<file path="config.mk">
export PLATFORM = sky130hd
export DESIGN_NAME = bcd_updown_timer
export DESIGN_NICKNAME = d
export VERILOG_FILES = /design/src/rtl/bcd_updown_timer.sv
export SDC_FILE = /design/constraint.sdc
export NUM_CORES = 1
export LEC_CHECK = 0
export CAP_MARGIN = 30
export CORE_UTILIZATION = 55
export DETAILED_ROUTE_END_ITERATION = 8
export HOLD_SLACK_MARGIN = 0.03
export PLACE_DENSITY = 0.76
export SLEW_MARGIN = 15
export SYNTH_ARGS = -nofsm -noshare
export SYNTH_HDL_FRONTEND = slang
export SYNTH_SLANG_ARGS = --single-unit
export TNS_END_PERCENT = 20
</file>
<file path="constraint.sdc">
create_clock -name CLK -period 2.8 [get_ports CLK]
set_clock_uncertainty 0.2 [all_clocks]
set_input_delay 0.56 -clock CLK [delete_from_list [all_inputs] [get_ports CLK]]
set_output_delay 0.56 -clock CLK [all_outputs]
set_load 0.01 [all_outputs]
</file>
<file path="src/rtl/bcd_updown_timer.sv">
// ============================================================================
// Module   : bcd_updown_timer
// Brief    : Multi-digit BCD up/down timer with load, lap freeze and a
//            multiplexed active-low seven-segment display driver.
// Revision : 1.0
// ============================================================================
`default_nettype none

module bcd_updown_timer #(
    parameter int DIGITS   = 4,
    parameter int TICK_DIV = 4194304,
    parameter int SCAN_DIV = 131072
) (
    input  logic                  CLK,
    input  logic                  CLR,
    input  logic                  Start_Stop,
    input  logic                  Dir,
    input  logic                  Load,
    input  logic [4*DIGITS-1:0]   Load_Data,
    input  logic                  Lap,
    output logic [DIGITS-1:0]     AN,
    output logic [7:0]            Seg,
    output logic                  Wrap,
    output logic [4*DIGITS-1:0]   Count
);

    localparam int c_PW = $clog2(TICK_DIV);
    localparam int c_SW = $clog2(SCAN_DIV);
    localparam int c_IW = (DIGITS > 1) ? $clog2(DIGITS) : 1;

    localparam logic [0:0] c_ST_LIVE   = 1'b0;
    localparam logic [0:0] c_ST_FROZEN = 1'b1;

    logic [c_PW-1:0]     r_presc;
    logic [4*DIGITS-1:0] r_count;
    logic                r_wrap;
    logic [0:0]          r_state;
    logic [0:0]          w_state_nxt;
    logic [4*DIGITS-1:0] r_disp;
    logic [c_SW-1:0]     r_scan;
    logic [c_IW-1:0]     r_idx;
    logic [7:0]          r_seg;

    logic                w_tick;
    logic [DIGITS:0]     w_carry;
    logic [DIGITS-1:0]   w_at_end;
    logic [4*DIGITS-1:0] w_count_nxt;
    logic [4*DIGITS-1:0] w_load_val;
    logic [3:0]          w_disp_dig [DIGITS];

    function automatic logic [6:0] f_seg7(input logic [3:0] d);
        case (d)
            4'd0:    f_seg7 = 7'b1000000;
            4'd1:    f_seg7 = 7'b1111001;
            4'd2:    f_seg7 = 7'b0100100;
            4'd3:    f_seg7 = 7'b0110000;
            4'd4:    f_seg7 = 7'b0011001;
            4'd5:    f_seg7 = 7'b0010010;
            4'd6:    f_seg7 = 7'b0000010;
            4'd7:    f_seg7 = 7'b1111000;
            4'd8:    f_seg7 = 7'b0000000;
            4'd9:    f_seg7 = 7'b0010000;
            default: f_seg7 = 7'b1111111;
        endcase
    endfunction

    assign w_tick     = Start_Stop && (r_presc == c_PW'(TICK_DIV - 1));
    assign w_carry[0] = 1'b1;

    // A digit steps only when every lower digit is at its roll-over value.
    for (genvar i = 0; i < DIGITS; i++) begin : g_digit
        logic [3:0] w_cur;
        logic [3:0] w_ld;
        assign w_cur         = r_count[4*i +: 4];
        assign w_ld          = Load_Data[4*i +: 4];
        assign w_at_end[i]   = Dir ? (w_cur == 4'd9) : (w_cur == 4'd0);
        assign w_carry[i+1]  = w_carry[i] & w_at_end[i];
        assign w_count_nxt[4*i +: 4] = !w_carry[i] ? w_cur :
                                       w_at_end[i] ? (Dir ? 4'd0 : 4'd9) :
                                       Dir         ? (w_cur + 4'd1) : (w_cur - 4'd1);
        assign w_load_val[4*i +: 4]  = (w_ld > 4'd9) ? 4'd0 : w_ld;
        assign w_disp_dig[i]         = r_disp[4*i +: 4];
    end

    always_ff @(posedge CLK or negedge CLR) begin
        if (!CLR) begin
            r_presc <= '0;
            r_count <= '0;
            r_wrap  <= 1'b0;
        end else begin
            if (Load || w_tick) begin
                r_presc <= '0;
            end else if (Start_Stop) begin
                r_presc <= r_presc + c_PW'(1);
            end
            if (Load) begin
                r_count <= w_load_val;
            end else if (w_tick) begin
                r_count <= w_count_nxt;
            end
            r_wrap <= w_tick & ~Load & w_carry[DIGITS];
        end
    end

    always_ff @(posedge CLK or negedge CLR) begin
        if (!CLR) begin
            r_state <= c_ST_LIVE;
        end else begin
            r_state <= w_state_nxt;
        end
    end

    always_comb begin
        w_state_nxt = r_state;
        if (Load) begin
            w_state_nxt = c_ST_LIVE;
        end else if (Lap) begin
            w_state_nxt = (r_state == c_ST_LIVE) ? c_ST_FROZEN : c_ST_LIVE;
        end
    end

    // Loading on entry to LIVE as well as while LIVE lets a Lap capture
    // the count when freezing and show the live count right after unfreezing.
    always_ff @(posedge CLK or negedge CLR) begin
        if (!CLR) begin
            r_disp <= '0;
        end else if (r_state == c_ST_LIVE || w_state_nxt == c_ST_LIVE) begin
            r_disp <= r_count;
        end
    end

    always_ff @(posedge CLK or negedge CLR) begin
        if (!CLR) begin
            r_scan <= '0;
            r_idx  <= '0;
            r_seg  <= 8'hC0;
        end else begin
            if (r_scan == c_SW'(SCAN_DIV - 1)) begin
                r_scan <= '0;
                r_idx  <= (r_idx == c_IW'(DIGITS - 1)) ? '0 : r_idx + c_IW'(1);
            end else begin
                r_scan <= r_scan + c_SW'(1);
            end
            r_seg <= {1'b1, f_seg7(w_disp_dig[r_idx])};
        end
    end

    assign AN    = ~(DIGITS'(1) << r_idx);
    assign Seg   = r_seg;
    assign Wrap  = r_wrap;
    assign Count = r_count;

endmodule

`default_nettype wire

</file>
# After elaboration in Yosys (flattened, before gate mapping)
# Memory sizes are Yosys's and may differ from the RTL's. A register that Yosys moved wholly into a read port is not among the register bits.
# Index checks and enable logic that the tools add are counted.
# Widths: inputs -> output; s select.
[word_totals] in_bits=22 out_inout_bits=29 ff_bits=75 wordCells=93 romBits=112 memories=1
[op_classes] eq_ne=7 shift=1 n_addsub=11 order_cmp=5 mux=32 n_bitwise=10 reduce_logical=16
[mem_list] memory="(no name shown)" words=16 word_bits=7 rd=1 rd_clocked_by_memory_dff=1 wr=0 line_no="52" source="case (d)"
[ops] cell="$mux 4" count=18
[ops] cell="$mux 22" count=2
[ops] cell="$mux 16" count=2
[ops] cell="$add 22x1->22 const B" count=1
[ops] cell="$eq 22x22->1 const B" count=1
[ops] cell="$add 17x1->17 const B" count=1
[ops] cell="$eq 17x17->1 const B" count=1
[ops] cell="$mux 17" count=1
[ops] cell="$add 4x1->4 const B" count=4
[ops] cell="$eq 4x4->1 const B" count=4
[ops] cell="$gt 4x4->1 const B" count=4
[ops] cell="$logic_not 4->1" count=4
[ops] cell="$sub 4x1->4 const B" count=4
[ops] cell="$reduce_bool 2->1" count=5
[ops] cell="$bmux 4 s2" count=1
[ops] cell="$mux 1" count=7
[ops] cell="$reduce_and 2->1" count=3
[ops] cell="$and 1x1->1" count=5
[ops] cell="$not 4->4" count=1
[ops] cell="$shl 1x2->4 const A" count=1
[ops] cell="$ge 3x3->1 const B" count=1
[ops] cell="$not 1->1" count=3
[ops] cell="$not 2->3" count=1
[ops] cell="$add 2x1->2 const B" count=1
[ops] cell="5 further kinds" count=6

# Longest topological paths before layout
[depth] ltp_word=7 depth_mapped=8 ltp_nobuf=7

# Worst setup path after synthesis
# OpenSTA, ideal clock, no wires.
[synth_path] path_kind="input port to flip-flop" from="in Dir" to="reg r_count[15], in the netlist Count[15]" required_time_ns=2.466 path_slack_ns=0.222 t_arrival_ns=2.244 path_stages=8 n_path_buf=1 setup_ns=0.134 cell_sequence="buf_6 -> inv_1 -> ha_1 -> a21oi_1 -> a21oi_1 -> a211o_1 -> a2111oi_0 -> o31ai_1"
[synth_between] elab_chain_cells=5 word_cells_on_any_way=14 classes_between="10 x mux; 2 x bitwise; 2 x reduce/logical"
[synth_rtl] element="from (decl)" line_no="17" source="input logic Dir,"
[synth_rtl] element="$mux 4, or another cell as far along" line_no="80" source="Dir ? (w_cur + 4'd1) : (w_cur - 4'd1);"
[synth_rtl] element="$mux 4 / $and 1x1->1 (equally long branches)" line_no="79, 77"
[synth_rtl] element="$mux 4 / $and 1x1->1 (equally long branches)" line_no="78, 77"
[synth_rtl] element="$mux 16 / $reduce_bool 2->1 (equally long branches)"
[synth_rtl] element="$mux 16 / $reduce_and 2->1 (equally long branches)"
[synth_rtl] element="to (signal assigned)" line_no="97" source="r_count <= w_load_val;"
[synth_rtl] element="to (signal assigned)" line_no="99" source="r_count <= w_count_nxt;"
[synth_rtl] element="to (decl)" line_no="35" source="logic [4*DIGITS-1:0] r_count;"
# Several ways; a longest one is shown, not always the timed one. The select of a mux whose other input is x is not followed.
# A chain may end at the register's enable or synchronous reset.

# Worst setup path in the final report
[layout_path] from="reg r_idx[0]" to="out AN[0]"
[layout_between] elab_chain_cells=2
[layout_rtl] element="from (decl)" line_no="41" source="logic [c_IW-1:0] r_idx;"
[layout_rtl] element="from (signal assigned)" line_no="140" source="r_idx <= (r_idx == c_IW'(DIGITS - 1)) ? '0 : r_idx + c_IW'(1);"
[layout_rtl] element="$shl 1x2->4" line_no="148" source="assign AN = ~(DIGITS'(1) << r_idx);"
[layout_rtl] element="$not 4->4" line_no="148"
[layout_rtl] element="to (decl)" line_no="21" source="output logic [DIGITS-1:0] AN,"
# Every way passes these cells.

==> implementation parameters <==
Parameter                              Value

Layout
  Count of filler cells inserted in the layout ... 653
  Leading cell types in the layout, fill and taps excluded ... sky130_fd_sc_hd__dfrtp_1, sky130_fd_sc_hd__nor2_1, sky130_fd_sc_hd__clkdlybuf4s50_1
  Nets@finish ... 583
  Inserted Diodes ... 0
  Most common cell after layout, fill and taps aside ... sky130_fd_sc_hd__dfrtp_1
  Fraction of layout instances using a drive strength above 1 ... 0.111
  Final Instance Count excl. Fillers ... 647
  Synthesis-to-finish area growth ... 20.2%

Clocking
  Clock tree from TritonCTS ... yes
  CTS root buf ... sky130_fd_sc_hd__clkbuf_8
  Number of levels the H-tree was split into ... 3
  Number of clock sinks seen by CTS ... 82
  Bufs on Longest Clock Path ... 2
  Clock-pin slew on the worst setup and hold paths ... 0.08 ns
  Total CTS buffers ... 9
  Clock insertion delay at the later pin of the skew report ... 0.36 ns

Synthesis
  Proportion of synthesized area in mux cells ... 0.0606
  Combinational family with the most area after synthesis ... simple AND/OR/NAND/NOR gates
  Share of synthesized cell area in full adder, half adder and majority cells ... 0.0711
  Dominant synthesized flop cell ... sky130_fd_sc_hd__dfrtp_1
  Netlist area before placement ... 0.00465 mm²
  Synthesized net count ... 520
  Post-synthesis compound-gate area fraction ... 0.117
  Post-synthesis sequential area ratio ... 0.442
  Distinct cell type count of the synthesized netlist ... 55
  Synthesized instance count ... 474
  Mean cell area of the mapped netlist ... 9.81 µm²
  EDFF count, synth ... 0
  Post-synthesis xor/xnor area fraction ... 0.0735
  Simple-gate portion of the synthesized area ... 0.199
  Yosys Warn Count ... 0
  Register bit total from synthesis ... 82
  Fraction of synthesis flops using an asynchronous set or reset pin ... 1.00

Worst hold path
  Class of the tightest hold or removal check ... flop to flop
  Worst Hold Endpoint ... r_disp[1]
  Launch point of the worst hold path ... r_disp[1]
  Number of stages on the worst hold path ... 2

Job
  Max-cap violation count ... 0

Power
  Cell leakage power ... 2.44 nW
  Combinational cell fraction of total power ... 0.183
  Peak ir drop on the vdd network ... 0.000320 V
  Power Density ... 502 mW/mm²
  Power Total ... 2.80 mW
  Power share of the clock group ... 0.343
  Switching share of power ... 0.268
  Sequential group share of total power ... 0.474
  Net switching power ... 0.751 mW
  Cell internal power dissipation ... 2.05 mW

GRT
  First-pass GRT wire length ... 17000 µm
  Antenna violations before repair ... 0
  GR Overflow Total ... 0
  Gr usage total ... 0.252
  Maximum number of pins on one net before global-route repair ... 44
  Via count of the first global-routing pass ... 3610

Placed design
  Number of instances in the placed design ... 630
  Final Wtd Congestion ... 0.820
  Worst Setup Slack post-DPL ... -0.169 ns
  HPWL after detailed placement ... 7460 µm
  Number of buffer cells added on primary ports ... 49

STA
  Unrepaired setup endpoints after global routing ... no
  Shortest clock period the worst path allows after layout ... 2.59 ns
  Worst slew margin ... 0.607
  Max-slew violation total from the final report ... 0
  Worst Slack Setup Final ... 0.206 ns
  Worst hold slack across all endpoints ... 0.296 ns
  Final setup violation count ... 0
  Highest Clock Rate ... 0.385 GHz
  Worst-margin pin slew ... 0.585 ns
  Number of failing hold endpoints at the final stage ... 0
  Period utilisation layout ... 0.926

Critical path
  Type of destination of the critical path ... output pin
  Critical-path cell list ... inv_1, ha_1, inv_1, clkdlybuf4s50_1
  Data arrival, critical path ... 1.83 ns
  CP Max Fanout ... 7
  Cell repeated most along the worst path ... sky130_fd_sc_hd__inv_1
  Worst Path Required ... 2.04 ns
  Type of the setup path with the least slack ... flop to output pin
  Worst flop-to-flop path startpoint ... Count[14]
  CP startpoint kind ... flop
  Worst reg2reg path depth ... 6
  Worst-case register-to-register setup slack ... 0.56 ns
  CP max stage delay ... 0.54 ns
  Crit-path slowest cell ... sky130_fd_sc_hd__dfrtp_1
  Worst reg2reg endpoint ... Count[15]

Detailed routing
  Initial DRC count ... 109
  Drt first pass iters ... 4
  ANT nets after route ... 0
  Aggregate routed wire length ... 10200 µm
  Total via count in the routed design ... 3728
  Residual DRC ... 0
  Final routed wire length divided by cell count ... 15.7 µm
  Drt via density ... 5.76

Die
  Die Span Y ... 93.9 µm
  Core ar. ... 0.00822 mm²
  # rows ... 33
  IO Pins ... 51
  Starting density of the core ... 0.566
  Horizontal die dimension ... 93.9 µm
  Die Outline Area ... 0.00882 mm²

Outcome
  Result of the run ... finished clean
## how the worst max path moves through the flow
stage,startpoint,to,slack (ns),depth (start not counted)
finish,r_idx[0],AN[0],0.21,4
global route,Dir,Count[15],0.03,8
detailed placement,Dir,Count[15],-0.17,8
floorplan,Dir,Count[15],0.22,8
global placement,Dir,Count[15],-0.07,8
CTS,r_idx[0],AN[0],0.18,4
## cell type report
cell class / instances / area, µm² / area share
clock buffer: 12 / 145 / 0.0260
clock inverter: 4 / 76.3 / 0.0137
inverter: 22 / 82.6 / 0.0148
multi-input combinational: 351 / 2430 / 0.435
sequential: 82 / 2050 / 0.368
tap: 105 / 131 / 0.0235
timing repair buffer: 71 / 668 / 0.120
## sequential cells by signal (all words and copies together) (netlist names)
register,count
r_disp,16
r_state,1
r_presc,22
Seg,7
Wrap,1
r_scan,17
Count,16
r_idx,2
## kinds of logic (layout without fill, tap and decap cells)
kind of cell / count (synthesis) / in the layout
AND/OR/NAND/NOR: 176 / 176
adder cells (fa/ha/maj): 24 / 24
AO/OA/AOI/OAI: 88 / 88
multiplexers: 23 / 23
buffers and inverters: 41 / 109
other: 1 / 1
XOR/XNOR: 39 / 39
flip-flops: 82 / 82
## metal layers
metal,global-route usage,up-vias,wire (µm)
li1,-,1805,-
met1,0.324,1812,4620
met2,0.411,87,4940
met3,0.0421,24,320
met4,0.122,0,297
met5,0,-,0
## Yosys cell counts, types with 9 or more instances
cell	number	area (µm²)
sky130_fd_sc_hd__dfrtp_1	81	2030
sky130_fd_sc_hd__nor2_1	48	180
sky130_fd_sc_hd__nand2_1	26	97.6
sky130_fd_sc_hd__nand3_1	26	130
sky130_fd_sc_hd__xor2_1	23	201
sky130_fd_sc_hd__inv_1	22	82.6
sky130_fd_sc_hd__o21ai_0	22	110
sky130_fd_sc_hd__a21oi_1	21	105
sky130_fd_sc_hd__ha_1	20	250
sky130_fd_sc_hd__xnor2_1	16	140
sky130_fd_sc_hd__clkbuf_1	15	56.3
sky130_fd_sc_hd__nor3_1	13	65.1
sky130_fd_sc_hd__and3_1	12	75.1
sky130_fd_sc_hd__o21ai_1	12	60.1
sky130_fd_sc_hd__mux2_2	11	124
sky130_fd_sc_hd__nand4_1	11	68.8
sky130_fd_sc_hd__mux2i_1	9	90.1
## what timing repair did
item / in CTS / in global routing
endpoints found under the setup margin: 0 / 1
hold endpoints to repair: 39 / 0
gates resized for setup: 0 / 1
hold buffers: 1 / 0
buffers inserted: 0 / 0
## power groups by stage
stage          Clock [mW]  Combinational [mW]  Sequential, mW
6_report            0.962               0.512            1.33
5_1_grt              1.03               0.570            1.34
4_1_cts             0.982               0.516            1.33
3_5_place_dp            0               0.509            1.35
3_3_place_gp            0               0.494            1.35
2_1_floorplan           0               0.259            1.36
## critical path: cells and delay by family (launching register included)
kind	cells	cell delay (ns)
flip-flops	1	0.54
buffers and inverters	3	0.72
adder cells (fa/ha/maj)	1	0.22
## stage by stage
| step | setup TNS [ns] | cell area, µm² | utilization |
|---|---|---|---|
| global route | 0 | 5590 | 0.680 |
| finish | 0 | 5590 | 0.680 |
| floorplan | 0 | 4650 | - |
| CTS | 0 | 5580 | 0.680 |
| detailed placement | -0.521 | 5350 | 0.651 |
| global placement | -0.171 | 5350 | 0.651 |
Power figures use the tool's default switching activity.
